### src/rtl/alu_pkg.sv
// alu_pkg: shared ALU mode codes, controller state encoding and data width.
package alu_pkg;
    localparam int DATA_W = 32;
    typedef enum logic [2:0] {
        ALU_ADD = 3'd0,
        ALU_SUB = 3'd1,
        ALU_AND = 3'd2,
        ALU_OR  = 3'd3,
        ALU_XOR = 3'd4,
        ALU_SLL = 3'd5,
        ALU_SRL = 3'd6,
        ALU_SRA = 3'd7
    } alu_mode_e;
    localparam logic [1:0] ST_IDLE = 2'd0;
    localparam logic [1:0] ST_EXEC = 2'd1;
    localparam logic [1:0] ST_RESP = 2'd2;
endpackage

### src/rtl/alu_req_ctrl_if.sv
// alu_req_ctrl_if: request/response handshake bundle for alu_req_ctrl.
// Flag signals exist only when ALU_FLAGS_EN is defined.
interface alu_req_ctrl_if #(parameter int TAG_W = 4);
    import alu_pkg::*;
    logic              req_valid;
    logic              req_ready;
    logic [DATA_W-1:0] req_a;
    logic [DATA_W-1:0] req_b;
    logic [2:0]        req_mode;
    logic [TAG_W-1:0]  req_tag;
    logic              resp_valid;
    logic              resp_ready;
    logic [DATA_W-1:0] resp_x;
    logic [TAG_W-1:0]  resp_tag;
    logic [31:0]       op_count;
`ifdef ALU_FLAGS_EN
    logic              resp_zero;
    logic              resp_neg;
    modport master (output req_valid, req_a, req_b, req_mode, req_tag, resp_ready,
                    input req_ready, resp_valid, resp_x, resp_tag, op_count, resp_zero, resp_neg);
    modport slave  (input req_valid, req_a, req_b, req_mode, req_tag, resp_ready,
                    output req_ready, resp_valid, resp_x, resp_tag, op_count, resp_zero, resp_neg);
`else
    modport master (output req_valid, req_a, req_b, req_mode, req_tag, resp_ready,
                    input req_ready, resp_valid, resp_x, resp_tag, op_count);
    modport slave  (input req_valid, req_a, req_b, req_mode, req_tag, resp_ready,
                    output req_ready, resp_valid, resp_x, resp_tag, op_count);
`endif
endinterface

### src/rtl/alu_req_ctrl_alu.sv
// ALU: combinational 32-bit ALU, eight modes; shifts use B[4:0].
module ALU
    import alu_pkg::*;
(
    input  logic [DATA_W-1:0] A,
    input  logic [DATA_W-1:0] B,
    input  logic [2:0]        mode,
    output logic [DATA_W-1:0] X
);
    always_comb begin
        X = '0;
        case (mode)
            ALU_ADD: X = A + B;
            ALU_SUB: X = A - B;
            ALU_AND: X = A & B;
            ALU_OR:  X = A | B;
            ALU_XOR: X = A ^ B;
            ALU_SLL: X = A << B[4:0];
            ALU_SRL: X = A >> B[4:0];
            ALU_SRA: X = $signed(A) >>> B[4:0];
            default: X = '0;
        endcase
    end
endmodule

### src/rtl/alu_req_ctrl.sv
// alu_req_ctrl: valid/ready front-end that registers a request, runs it on one ALU
// and holds the result until consumed. Optional result flags: ALU_FLAGS_EN.
module alu_req_ctrl
    import alu_pkg::*;
#(
    parameter int TAG_W = 4
) (
    input  logic          clk,
    input  logic          rst,
    alu_req_ctrl_if.slave bus
);
    logic [1:0]        r_state;
    logic [DATA_W-1:0] r_a;
    logic [DATA_W-1:0] r_b;
    logic [2:0]        r_mode;
    logic [TAG_W-1:0]  r_tag;
    logic [DATA_W-1:0] r_x;
    logic [31:0]       r_op_count;
    logic [DATA_W-1:0] w_x;

    ALU u_alu (.A(r_a), .B(r_b), .mode(r_mode), .X(w_x));

    always_ff @(posedge clk) begin
        if (rst) begin
            r_state    <= ST_IDLE;
            r_a        <= '0;
            r_b        <= '0;
            r_mode     <= '0;
            r_tag      <= '0;
            r_x        <= '0;
            r_op_count <= '0;
        end else begin
            case (r_state)
                ST_IDLE: if (bus.req_valid) begin
                    r_a     <= bus.req_a;
                    r_b     <= bus.req_b;
                    r_mode  <= bus.req_mode;
                    r_tag   <= bus.req_tag;
                    r_state <= ST_EXEC;
                end
                ST_EXEC: begin
                    r_x     <= w_x;
                    r_state <= ST_RESP;
                end
                ST_RESP: if (bus.resp_ready) begin
                    r_op_count <= r_op_count + 32'd1;
                    r_state    <= ST_IDLE;
                end
                default: r_state <= ST_IDLE;
            endcase
        end
    end

    // The tag register doubles as resp_tag: it cannot change until back in IDLE.
    assign bus.req_ready  = (r_state == ST_IDLE);
    assign bus.resp_valid = (r_state == ST_RESP);
    assign bus.resp_x     = r_x;
    assign bus.resp_tag   = r_tag;
    assign bus.op_count   = r_op_count;

`ifdef ALU_FLAGS_EN
    logic r_zero;
    logic r_neg;
    always_ff @(posedge clk) begin
        if (rst) begin
            r_zero <= 1'b0;
            r_neg  <= 1'b0;
        end else if (r_state == ST_EXEC) begin
            r_zero <= (w_x == '0);
            r_neg  <= w_x[DATA_W-1];
        end
    end
    assign bus.resp_zero = r_zero;
    assign bus.resp_neg  = r_neg;
`endif
endmodule

### src/flat_wrapper.sv
// flat-port wrapper written by rule: the top's interface ports become plain ports
module alu_req_ctrl_flat import alu_pkg::*;
#(
    parameter int TAG_W = 4
)
  (clk, rst, bus_req_valid, bus_req_a, bus_req_b, bus_req_mode, bus_req_tag, bus_resp_ready, bus_req_ready, bus_resp_valid, bus_resp_x, bus_resp_tag, bus_op_count);
  alu_req_ctrl_if #(.TAG_W(TAG_W)) bus_i ();
  input  logic clk;
  input  logic rst;
  input wire logic [$bits(bus_i.req_valid)-1:0] bus_req_valid;
  input wire logic [$bits(bus_i.req_a)-1:0] bus_req_a;
  input wire logic [$bits(bus_i.req_b)-1:0] bus_req_b;
  input wire logic [$bits(bus_i.req_mode)-1:0] bus_req_mode;
  input wire logic [$bits(bus_i.req_tag)-1:0] bus_req_tag;
  input wire logic [$bits(bus_i.resp_ready)-1:0] bus_resp_ready;
  output wire logic [$bits(bus_i.req_ready)-1:0] bus_req_ready;
  output wire logic [$bits(bus_i.resp_valid)-1:0] bus_resp_valid;
  output wire logic [$bits(bus_i.resp_x)-1:0] bus_resp_x;
  output wire logic [$bits(bus_i.resp_tag)-1:0] bus_resp_tag;
  output wire logic [$bits(bus_i.op_count)-1:0] bus_op_count;
  assign bus_i.req_valid = bus_req_valid;
  assign bus_i.req_a = bus_req_a;
  assign bus_i.req_b = bus_req_b;
  assign bus_i.req_mode = bus_req_mode;
  assign bus_i.req_tag = bus_req_tag;
  assign bus_i.resp_ready = bus_resp_ready;
  assign bus_req_ready = bus_i.req_ready;
  assign bus_resp_valid = bus_i.resp_valid;
  assign bus_resp_x = bus_i.resp_x;
  assign bus_resp_tag = bus_i.resp_tag;
  assign bus_op_count = bus_i.op_count;
  alu_req_ctrl #(.TAG_W(TAG_W)) u_core (.clk(clk), .rst(rst), .bus(bus_i));
endmodule
### config.mk
export PLATFORM = sky130hd
export DESIGN_NAME = alu_req_ctrl_flat
export DESIGN_NICKNAME = d
export VERILOG_FILES = /design/src/rtl/alu_pkg.sv /design/src/rtl/alu_req_ctrl_if.sv /design/src/rtl/alu_req_ctrl_alu.sv /design/src/rtl/alu_req_ctrl.sv /design/src/flat_wrapper.sv
export SDC_FILE = /design/constraint.sdc
export NUM_CORES = 1
export LEC_CHECK = 0
export ABC_AREA = 0
export BUFFER_PORTS_ARGS = -buffer_cell sky130_fd_sc_hd__buf_2
export CORE_ASPECT_RATIO = 0.6
export CORE_MARGIN = 2
export CORE_UTILIZATION = 40
export CTS_CLUSTER_DIAMETER = 40
export DETAILED_ROUTE_END_ITERATION = 6
export PLACE_DENSITY_LB_ADDON = 0.3
export SLEW_MARGIN = 20
export SYNTH_ARGS = -nofsm -noshare
export SYNTH_HDL_FRONTEND = slang
export SYNTH_SLANG_ARGS = --single-unit
### constraint.sdc
create_clock -name clk -period 6.09 [get_ports clk]
set_input_delay 0.3045 -clock clk [delete_from_list [all_inputs] [get_ports clk]]
set_output_delay 0.3045 -clock clk [all_outputs]
set_load 0.02 [all_outputs]
* After elaboration in Yosys (flattened, before gate mapping)
Cells that the tools add are included.
** Cells by class
- Shift-type cells :: 3
- Add/subtract/negate cells :: 3
- Reduce and logical (&&, ||, !) cells :: 5
- Muxes and demuxes :: 4
- Multipliers :: 0
- Divide/modulo/power cells :: 0
- Equal/unequal tests :: 11
- $lt $le $gt $ge :: 0
- Bitwise logic cells :: 3
** Operators by type and width (count)
- $pmux 32 s8 :: 1
- $add 32x1->32 const B :: 1
- $add 32x32->32 :: 1
- $and 32x32->32 :: 1
- $or 32x32->32 :: 1
- $shl 32x5->32 :: 1
- $shr 32x5->32 :: 1
- $sshr 32x5->32 :: 1
- $sub 32x32->32 :: 1
- $xor 32x32->32 :: 1
- $eq 3x3->1 const B :: 4
- $eq 3x2->1 const B :: 2
- $pmux 2 s3 :: 1
- $reduce_and 2->1 :: 3
- $mux 2 :: 2
- $ne 2x2->1 const B :: 2
- $eq 3x1->1 const B :: 1
- $logic_not 3->1 :: 1
- $eq 2x1->1 const B :: 1
- $eq 2x2->1 const B :: 1
- $logic_not 2->1 :: 1
** Word-level totals
- Bits of input ports :: 75
- Memories :: 0
- Bits in writable memories :: 0
- Bits in latches :: 0
- Logic and storage cells :: 36
- ROM bits :: 0
- Register bits :: 137

* Logic depth before layout (Yosys ltp)
Gate-level depths: netlist of the first run.
- Word-level depth :: 3
- Gate-level depth with buffers :: 20

* Hierarchy
Synthesis of the first run repeated with hierarchy kept, for this count alone.
** Unflattened totals
- Cells, all modules :: 1782
- Area total of the unflattened synthesis :: 13454.2 µm²
** Modules (own cells, without submodules)
- ALU :: times used 1, cells each 1137, seq. area each 0.0 µm², area each 8289.2 µm²
- alu_req_ctrl :: times used 1, cells each 645, seq. area each 2742.6 µm², area each 5165.0 µm²

* Least setup slack after synthesis of the first run
OpenSTA, ideal clock, no wires.
- Path type :: register to register
- Start :: register u_core.r_b[0]
- End :: register u_core.r_x[31], in the netlist u_core.bus.resp_x[31]
- Path slack :: 1.631 ns
- Clock period less this slack :: 4.459 ns
- Data arrival time :: 4.363 ns
- Cell stages (with the launch flop) :: 21
- Buffers on the path :: 4
- Cells stage by stage :: dfxtp_1 buf_2 inv_1 buf_1 clkbuf_1 ha_1 nand3_1 nor2_1 nand2_1 nor3_1 nor2_1 xnor2_1 ha_1 clkbuf_1 nand4_1 nor4_1 inv_1 o21ai_0 o221ai_1 xnor2_1 o41ai_2
** On the way
- Cells in the longest elaborated chain, start to end :: 2
** RTL lines
- start: declaration :: RTL line alu_req_ctrl.sv:14 : logic [DATA_W-1:0] r_b;
- start signal: assignment :: RTL line alu_req_ctrl.sv:36 : r_b <= bus.req_b;
- $sub 32x32->32 (tied with other cells) :: RTL line alu_req_ctrl_alu.sv:14 : ALU_SUB: X = A - B;
- $pmux 32 s8 (*) :: RTL line alu_req_ctrl_alu.sv:12 : case (mode)
- end signal: assignment :: RTL line alu_req_ctrl.sv:42 : r_x <= w_x;
- end: declaration :: RTL line alu_req_ctrl.sv:17 : logic [DATA_W-1:0] r_x;
Mark *: on every way between the ends. The rest lies on a longest branch, timed or not.
A chain may end at the register's enable or synchronous reset.

* Final worst setup path of the first run
- Start :: register u_core.r_b[10]
- End :: register u_core.r_x[31], in the netlist u_core.bus.resp_x[31]
** On the way
- Cells in the longest elaborated chain, start to end :: 2
** RTL lines (RTL line)
- $sub 32x32->32 / $add 32x32->32 (equally long branches) :: alu_req_ctrl_alu.sv:14, alu_req_ctrl_alu.sv:13
- $pmux 32 s8 (*) :: alu_req_ctrl_alu.sv:12
Marked as above.

==> results.json, run 1 <==
{
  "status": "finished clean",
  "fin_tns_setup_ns": 0,
  "fin_util_pct": 45.2,
  "p_int_w": 0.00206,
  "holdWs_ns": 0.0768,
  "antenna_found_initial": 3,
  "rsz0062_at_grt": "false",
  "synth_seq_cells": 137,
  "worst_pin_slew_ns": 1.16,
  "overflow": 0,
  "area_growth_syn_to_layout_pct": 12.0,
  "port_buffers": 144,
  "finalWorstSetupSlack_ns": 1.31,
  "layout_worst_path_cycle_share_pct": 78.6,
  "place_congestion": 1.05,
  "grt_pass1_wl_um": 77300,
  "synth_area_per_cell_um2": 7.44,
  "drive_gt1_share_pct": 16.2,
  "clockBufferDepth": 2,
  "wl_per_cell_um": 23.4,
  "hp-class": "in -> reg",
  "ios": 145,
  "vias": 13700,
  "num_rows": 51,
  "fill_cells": 3281,
  "power.switching_w": 0.00131,
  "maxCapViolations": 0,
  "clkPwrFrac_pct": 32.8,
  "dr.pass1.iters": 6,
  "seqPwrFrac_pct": 31.9,
  "yosysWarnings": 0,
  "synth_cells": 1748,
  "finClkSkew_ns": 0.0101,
  "synth_nets": 1922,
  "final-setup-viol-count": 0,
  "synth_cell_type_count": 82,
  "dieWidth_um": 237,
  "drtAntennaViolNets": 0,
  "sw_frac_of_total_pct": 38.9,
  "required_ns": 6.45,
  "pre_cts_ws_ns": 1.38,
  "fin_nets": 1979,
  "ys_seq_area_share_pct": 21.1,
  "power.density_mw_per_mm2": 232,
  "die_h_um": 144,
  "synthArstFlopShare_pct": 0,
  "hold_buffers": 0,
  "clk_pin_slew_ns": 0.06,
  "drt-total-wl_um": 52400,
  "post_cts_resized": 0,
  "p_leak_nw": 5.92,
  "core_mm2": 0.0322,
  "hpwl_um": 39600,
  "final_max_slew_viol_count": 0,
  "cts-root-buf": "clkbuf_16",
  "hold_viol": 0,
  "cts_tree": "done",
  "clk_latency_ns": 0.46,
  "drt_iter0_drc": 1758,
  "cts.sinks": 137,
  "synth_edf_count": 0,
  "max_freq_mhz": 209,
  "fin_crit_ns": 4.78,
  "h-tree-depth": 4,
  "maxSlewHeadroom_pct": 22.5,
  "final_cell_mix": "nand2_1 (264), nor2_1 (199), a21oi_1 (175)",
  "finalPower_w": 0.00337,
  "r2r_slack_ns": 1.31,
  "peakVddDrop_mv": 0.184,
  "grt.total_usage_pct": 30.5,
  "final_common_cell": "nand2_1",
  "drt_drc_violations_left": 0,
  "comb_power_share_pct": 35.4,
  "netlist_area_mm2": 0.0130,
  "grt_pass1_vias": 12100,
  "postCtsSetupBuffers": 0,
  "start_util_pct": 40.4,
  "grt_start_max_net_pins": 77,
  "dieArea_mm2": 0.0340,
  "rr_worst_depth": 14,
  "vias_per_cell": 6.10,
  "hold_path_depth": 3,
  "cts_made_buffers": 17,
  "endpoint_kind": "register",
  "worstPathArrival_ns": 5.15,
  "criticalPathCategory": "reg -> reg",
  "worstSetupStartpointType": "register",
  "critPathMaxFanout": 9,
  "synth-main-ff-cell": "dfxtp_1"
}
[worst max-delay path, cell delays in order (launching register included)]
cell and delay, ns:
dfxtp_1 0.36, or4_4 0.58, or3_4 0.35, or3_1 0.45
nor3_1 0.41, a31oi_1 0.17, xnor2_1 0.15, ha_1 0.46
nand4_1 0.23, nor4_1 0.41, inv_1 0.07, o21ai_0 0.41
o221ai_1 0.25, xnor2_1 0.19, o41ai_2 0.19
[logic make-up (layout without fill, tap and decap cells)]
group / after synthesis / count (layout) / share of synthesized area [%]
DFF: 137 / 137 / 21.1
muxes: 120 / 120 / 13.2
adders and majority gates: 99 / 99 / 9.58
xor gates and xnor gates: 80 / 80 / 5.45
AOI/OAI and AO/OA: 485 / 485 / 23.9
buffers and inverters: 217 / 286 / 6.61
and+or+nand+nor: 610 / 610 / 20.2
other: 0 / 1 / 0
[cells in the mapped netlist, types with 22 or more instances]
cell	n	area share, %
mux4_2	39	6.8
xnor2_1	53	3.6
inv_1	74	2.1
a21o_1	22	1.3
nand2_1	265	7.6
clkbuf_1	99	2.9
a211oi_1	27	1.6
o21ai_0	92	3.5
mux2i_1	61	4.7
xor2_1	26	1.8
a21oi_1	175	6.7
ha_1	98	9.4
dfxtp_1	137	21
a221oi_1	22	1.5
nor2_1	199	5.7
nor3_1	31	1.2
nand3_1	31	1.2
[routing by layer]
layer  vias to the layer above  part of all wire (%)  track usage, %
met4                         0                   1.3            5.26
met3                        50                    13            11.3
met2                       651                    37            39.2
met5                         -                     0               0
met1                      6615                    48            47.1
li1                       6358                     -               -
[state kept, by name (all words and copies together) (netlist names)]
name,count
u_core.bus.op_count,32
u_core.bus.resp_tag,4
u_core.bus.resp_x,32
u_core.r_a,32
u_core.r_b,32
u_core.r_mode,3
u_core.r_state,2
[path summary, 6_finish.rpt]
kind,end,startpoint
setup / recovery,u_core.bus.resp_x[31]$_SDFFE_PP0N_,u_core.r_b[10]$_SDFFE_PP0P_
hold / removal,u_core.r_b[3]$_SDFFE_PP0P_,bus_req_b[3]
setup reg to reg,u_core.bus.resp_x[31]$_SDFFE_PP0N_,u_core.r_b[10]$_SDFFE_PP0P_
hold reg to reg,u_core.bus.resp_x[1]$_SDFFE_PP0N_,u_core.bus.resp_x[1]$_SDFFE_PP0N_
[per-stage QoR]
| stage | cell area (um^2) | cells |
|---|---|---|
| 6_report | 14600 | 2242 |
| 5_1_grt | 14600 | 2241 |
| 4_1_cts | 14600 | 2241 |
| 3_5_place_dp | 14000 | 2210 |
| 3_3_place_gp | 14000 | 2210 |
| 2_1_floorplan | 13000 | 1748 |
[power by group through the flow]
stage,Clock [W],Combinational [W],Sequential (W)
2_1_floorplan,0,0.000825,0.00105
3_3_place_gp,0,0.00115,0.00108
3_5_place_dp,0,0.00115,0.00109
4_1_cts,0.00112,0.00116,0.00107
5_1_grt,0.00116,0.00129,0.00108
6_report,0.00110,0.00119,0.00108
[layout make-up]
| type | instances | area [um^2] | area share [%] |
|---|---|---|---|
| multi-input cells | 1394 | 9420 | 64.6 |
| flip-flops and latches | 137 | 2750 | 18.9 |
| repair buffers | 177 | 971 | 6.67 |
| well taps | 424 | 531 | 3.64 |
| clock buffers | 19 | 453 | 3.11 |
| inverters | 78 | 293 | 2.01 |
| clock inverters | 12 | 150 | 1.03 |
| diodes | 1 | 2.50 | 0.0172 |
No activity file was read; power rests on OpenSTA's default activity.
==> run 2: changes to the inputs <==
==> constraint.sdc (replaced) <==
create_clock -name clk -period 4.8 [get_ports clk]
set_input_delay 0.24 -clock clk [delete_from_list [all_inputs] [get_ports clk]]
set_output_delay 0.24 -clock clk [all_outputs]
set_load 0.02 [all_outputs]
==> results.json, run 2 (same netlist as run 1, synthesis figures left out) <==
{
  "status": "complete, but fails checks",
  "violations": "DRC",
  "max_freq_mhz": 222,
  "start_util_pct": 40.4,
  "die_h_um": 144,
  "hold_viol": 0,
  "dr.pass1.iters": 7,
  "hold_path_depth": 3,
  "rr_worst_depth": 14,
  "num_rows": 51,
  "dieArea_mm2": 0.0340,
  "critPathMaxFanout": 7,
  "dpl.cell_count": 2218,
  "area_growth_syn_to_layout_pct": 13.1,
  "overflow": 0,
  "cts-root-buf": "clkbuf_16",
  "postCtsSetupBuffers": 0,
  "cts_made_buffers": 17,
  "holdWs_ns": 0.0196,
  "core_mm2": 0.0322,
  "antenna_found_initial": 0,
  "worst_pin_slew_ns": 1.08,
  "min_from": "bus_req_mode[0]",
  "fin_nets": 1993,
  "rr_endpoint": "u_core.bus.resp_x[31]$_SDFFE_PP0N_",
  "drt-total-wl_um": 52000,
  "vias_per_cell": 6.05,
  "place_congestion": 1.04,
  "drive_gt1_share_pct": 16.4,
  "crit_path_max_incr_delay_ns": 0.57,
  "maxCapViolations": 0,
  "critPathMostFrequentCell": "xnor2_1",
  "drt_iter0_drc": 1723,
  "final_max_slew_viol_count": 0,
  "ios": 145,
  "cts.sinks": 137,
  "drt_drc_violations_left": 1,
  "worst_path_max_delay_cell": "or4_4",
  "rsz0062_at_grt": "false",
  "wl_per_cell_um": 23.0,
  "grt.total_usage_pct": 30.3,
  "hp-class": "in -> reg",
  "final-setup-viol-count": 0,
  "cts_tree": "done",
  "worstReg2RegStart": "u_core.r_b[10]$_SDFFE_PP0P_",
  "final_common_cell": "nand2_1",
  "drtAntennaViolNets": 0,
  "layout_worst_path_cycle_share_pct": 93.9,
  "hold_path_end": "u_core.r_mode[0]$_SDFFE_PP0P_",
  "fin_crit_ns": 4.51,
  "p_leak_nw": 5.99,
  "grt_pass1_vias": 12500,
  "hpwl_um": 39400,
  "dieWidth_um": 237,
  "r2r_slack_ns": 0.29,
  "port_buffers": 144,
  "clk_latency_ns": 0.45,
  "fin_tns_setup_ns": 0,
  "final_cell_mix": "nand2_1 (264), nor2_1 (199), a21oi_1 (175)",
  "finalPower_w": 0.00434,
  "clockBufferDepth": 2,
  "worstSetupStartpointType": "register",
  "endpoint_kind": "register",
  "grt_start_max_net_pins": 80,
  "cp_cell_sequence": "or4_4, or3_4, or3_1, nor3_1, nor2_1, xnor2_1, ha_1, nand4_1, nor4_1, inv_1, o21ai_1, o221ai_1, xnor2_1, o41ai_2",
  "peakVddDrop_mv": 0.251,
  "instances_no_fill": 2257,
  "criticalPathCategory": "reg -> reg",
  "dpl-instance-area_mm2": 0.0140,
  "clk_pin_slew_ns": 0.06,
  "power.density_mw_per_mm2": 295,
  "vias": 13700,
  "worstPathArrival_ns": 4.86,
  "design_area_mm2": 0.0147,
  "maxSlewHeadroom_pct": 27.8,
  "h-tree-depth": 4,
  "grt_pass1_wl_um": 77300,
  "finClkSkew_ns": 0.00777,
  "required_ns": 5.16
}
## run 2: worst max-delay path, delay by kind of cell, from the launching register on
kind | cells | cell delay, ns
and+or+nand+nor | 7 | 2.54
AOI/OAI and AO/OA | 3 | 0.70
adders and majority gates | 1 | 0.41
DFF | 1 | 0.36
xor gates and xnor gates | 2 | 0.31
buffers and inverters | 1 | 0.09
## run 2: how the worst max path moves through the flow
stage	startpoint	endpoint	depth (start not counted)
4_1_cts	u_core.r_b[10]$_SDFFE_PP0P_	u_core.bus.resp_x[31]$_SDFFE_PP0N_	14
3_3_place_gp	u_core.r_b[10]$_SDFFE_PP0P_	u_core.bus.resp_x[31]$_SDFFE_PP0N_	14
2_1_floorplan	u_core.r_b[0]$_SDFFE_PP0P_	u_core.bus.resp_x[31]$_SDFFE_PP0N_	20
5_1_grt	u_core.r_b[10]$_SDFFE_PP0P_	u_core.bus.resp_x[31]$_SDFFE_PP0N_	14
6_report	u_core.r_b[10]$_SDFFE_PP0P_	u_core.bus.resp_x[31]$_SDFFE_PP0N_	14
3_5_place_dp	u_core.r_b[10]$_SDFFE_PP0P_	u_core.bus.resp_x[31]$_SDFFE_PP0N_	14
## run 2: routing by layer
metal / vias to the layer above / GRT usage [%] / share of wire, %
met1: 6583 / 44.8 / 48
met3: 47 / 13.4 / 13
met2: 635 / 39.9 / 38
met5: - / 0 / 0
li1: 6394 / - / -
met4: 0 / 5.23 / 1.2
## run 2: cell type report
| type | count | area, um^2 |
|---|---|---|
| antenna | 1 | 2.50 |
| clock buffer | 21 | 450 |
| clock inverter | 11 | 170 |
| fill | 3264 | 17500 |
| inverter | 78 | 293 |
| multi-input combinational | 1394 | 9410 |
| sequential | 137 | 2750 |
| tap | 424 | 531 |
| timing repair buffer | 191 | 1090 |
## run 2: metrics by stage
step	util (%)	setup WS [ns]
global placement	43.5	0.271
global route	45.6	0.0387
CTS	45.6	0.157
detailed placement	43.5	0.169
finish	45.6	0.295
floorplan	-	0.341
## run 2: what timing repair did
action | in CTS | in global routing
hold buffers | 6 | 0
setup endpoints to repair | 0 | 2
hold endpoints to repair | 6 | 0
resized for setup | 0 | 1
## run 2: where the power goes
part / switching, W / internal (W) / total [W]
clock network: 0.000569 / 0.000883 / 0.00145
registers: 0.000136 / 0.00121 / 0.00134
logic: 0.000967 / 0.000576 / 0.00154
total: 0.00167 / 0.00267 / 0.00434
==> run 3: changes to the inputs <==
--- a/config.mk
+++ b/config.mk
@@ -7,7 +7,6 @@
 export LEC_CHECK = 0
 export ABC_AREA = 0
 export BUFFER_PORTS_ARGS = -buffer_cell sky130_fd_sc_hd__buf_2
-export CORE_ASPECT_RATIO = 0.6
 export CORE_MARGIN = 2
 export CORE_UTILIZATION = 40
 export CTS_CLUSTER_DIAMETER = 40
==> results.json, run 3 (same netlist as run 1, synthesis figures left out) <==
{
  "grt_util_met3_pct": 6.40,
  "grt_pass1_wl_um": 76300,
  "final_cell_mix": "nand2_1 (264), nor2_1 (199), a21oi_1 (175)",
  "peakVddDrop_mv": 0.269,
  "final_common_cell": "nand2_1",
  "drt_iter0_drc": 1740,
  "grt_start_max_net_pins": 94,
  "place_congestion": 1.03,
  "clockBufferDepth": 2,
  "finalWorstSetupSlack_ns": 0.206,
  "dpl-instance-area_mm2": 0.0141,
  "num_rows": 66,
  "use_met2_pct": 44.0,
  "port_buffers": 144,
  "drtAntennaViolNets": 0,
  "hpwl_um": 37400,
  "overflow": 0,
  "design_area_mm2": 0.0147,
  "met1_usage_pct": 39.4,
  "endpoint_kind": "register",
  "final_max_slew_viol_count": 0,
  "status": "finished clean",
  "busiest_layer": "met2",
  "p_leak_nw": 5.98,
  "drive_gt1_share_pct": 16.8,
  "criticalPathCategory": "reg -> reg",
  "fin_util_pct": 45.5,
  "h-tree-depth": 4,
  "dieArea_mm2": 0.0340,
  "holdWs_ns": 0.0254,
  "final-setup-viol-count": 0,
  "vias": 13600,
  "drt_drc_violations_left": 0,
  "fin_nets": 1993,
  "wl_per_cell_um": 21.9,
  "cts.sinks": 137,
  "rr_endpoint": "u_core.bus.resp_x[30]$_SDFFE_PP0N_",
  "ios": 145,
  "grt.total_usage_pct": 29.4,
  "dr.pass1.iters": 7,
  "start_util_pct": 40.3,
  "cts_made_buffers": 17,
  "hold_viol": 0,
  "grt_pass1_vias": 12700,
  "fin_tns_setup_ns": 0,
  "pre_cts_ws_ns": 0.187,
  "cts-root-buf": "clkbuf_16",
  "drt-total-wl_um": 49700,
  "r2r_slack_ns": 0.21,
  "max_freq_mhz": 218,
  "maxCapViolations": 0,
  "required_ns": 5.15,
  "vias_per_cell": 5.98,
  "cts_tree": "done",
  "clk_pin_slew_ns": 0.06,
  "fin_crit_ns": 4.59,
  "area_growth_syn_to_layout_pct": 13.0,
  "layout_worst_path_cycle_share_pct": 95.7,
  "hold_path_depth": 3,
  "dieWidth_um": 184,
  "worstSetupStartpointType": "register",
  "finClkSkew_ns": 0.0115,
  "die_h_um": 184,
  "hp-class": "in -> reg",
  "min_from": "bus_req_b[29]",
  "antenna_found_initial": 1,
  "rr_worst_depth": 14,
  "worstPathArrival_ns": 4.94,
  "clk_latency_ns": 0.45,
  "maxSlewHeadroom_pct": 32.9,
  "hold_path_end": "u_core.r_b[29]$_SDFFE_PP0P_",
  "power.density_mw_per_mm2": 286,
  "critPathMaxFanout": 7,
  "worst_pin_slew_ns": 1.01,
  "worstReg2RegStart": "u_core.r_b[5]$_SDFFE_PP0P_",
  "rsz0062_at_grt": "false",
  "core_mm2": 0.0323
}
## run 3: changes by cell type in the layout (fill, tap and decap cells not counted)
cell,previous run,this run
bufinv_16,4,2
clkinv_2,2,1
clkbuf_1,3,1
dfxtp_2,4,3
inv_6,1,3
dlygate4sd3_1,6,1
clkinvlp_4,3,4
buf_4,42,47
clkbuf_8,1,2
a2111oi_0,6,4
clkinv_4,1,2
a2111oi_1,0,2
dfxtp_4,1,2
## run 3: worst max-delay path, cell delays in order (launching register included)
cell	delay, ns
dfxtp_1	0.41
nor4_1	0.75
and2_1	0.31
nand2_4	0.11
o41ai_1	0.34
xnor2_1	0.20
ha_1	0.35
a21o_1	0.21
a21oi_1	0.17
nand2_1	0.09
o31a_1	0.27
o21ai_0	0.46
a21oi_1	0.23
or3_1	0.36
a31o_2	0.23
## run 3: timing repair
action,4_1_cts,5_1_grt
gates resized for setup,0,1
hold endpoints to repair,1,0
setup buffers,0,0
hold buffers,1,0
endpoints found under the setup margin,0,2
## run 3: worst max-delay path by stage
stage | to | start | cells after the start | slack, ns
2_1_floorplan | u_core.bus.resp_x[31]$_SDFFE_PP0N_ | u_core.r_b[0]$_SDFFE_PP0P_ | 20 | 0.34
3_3_place_gp | u_core.bus.resp_x[31]$_SDFFE_PP0N_ | u_core.r_b[10]$_SDFFE_PP0P_ | 14 | 0.38
3_5_place_dp | u_core.bus.resp_x[31]$_SDFFE_PP0N_ | u_core.r_b[10]$_SDFFE_PP0P_ | 14 | 0.19
4_1_cts | u_core.bus.resp_x[31]$_SDFFE_PP0N_ | u_core.r_b[10]$_SDFFE_PP0P_ | 14 | 0.18
5_1_grt | u_core.bus.resp_x[31]$_SDFFE_PP0N_ | u_core.r_b[10]$_SDFFE_PP0P_ | 14 | 0.02
6_report | u_core.bus.resp_x[30]$_SDFFE_PP0N_ | u_core.r_b[5]$_SDFFE_PP0P_ | 14 | 0.21
## run 3: cell type report
type,instances,area (um^2)
Antenna cell,1,2.50
Clock buffer,20,457
Clock inverter,12,139
Fill cell,3315,17600
Inverter,78,293
Multi-Input combinational cell,1394,9420
Sequential cell,137,2750
Tap cell,442,553
Timing Repair Buffer,191,1080
## run 3: layer usage
layer	share of wire (%)	routed length [um]
met1	43	21500
met2	43	21400
met3	8.7	4300
met4	5.1	2540
met5	0.024	12
## run 3: stage by stage
| stage | power, W | cells |
|---|---|---|
| final | 0.00420 | 2275 |
| after global routing | 0.00441 | 2274 |
| after CTS | 0.00420 | 2274 |
| after detailed placement | 0.00283 | 2241 |
| after global placement | 0.00282 | 2241 |
| after floorplan | 0.00237 | 1748 |
## run 3: power breakdown
group          internal (W)  switching [W]  total, W
Clock              0.000796       0.000552   0.00135
Combinational      0.000575       0.000945   0.00152
Sequential          0.00121       0.000123   0.00133
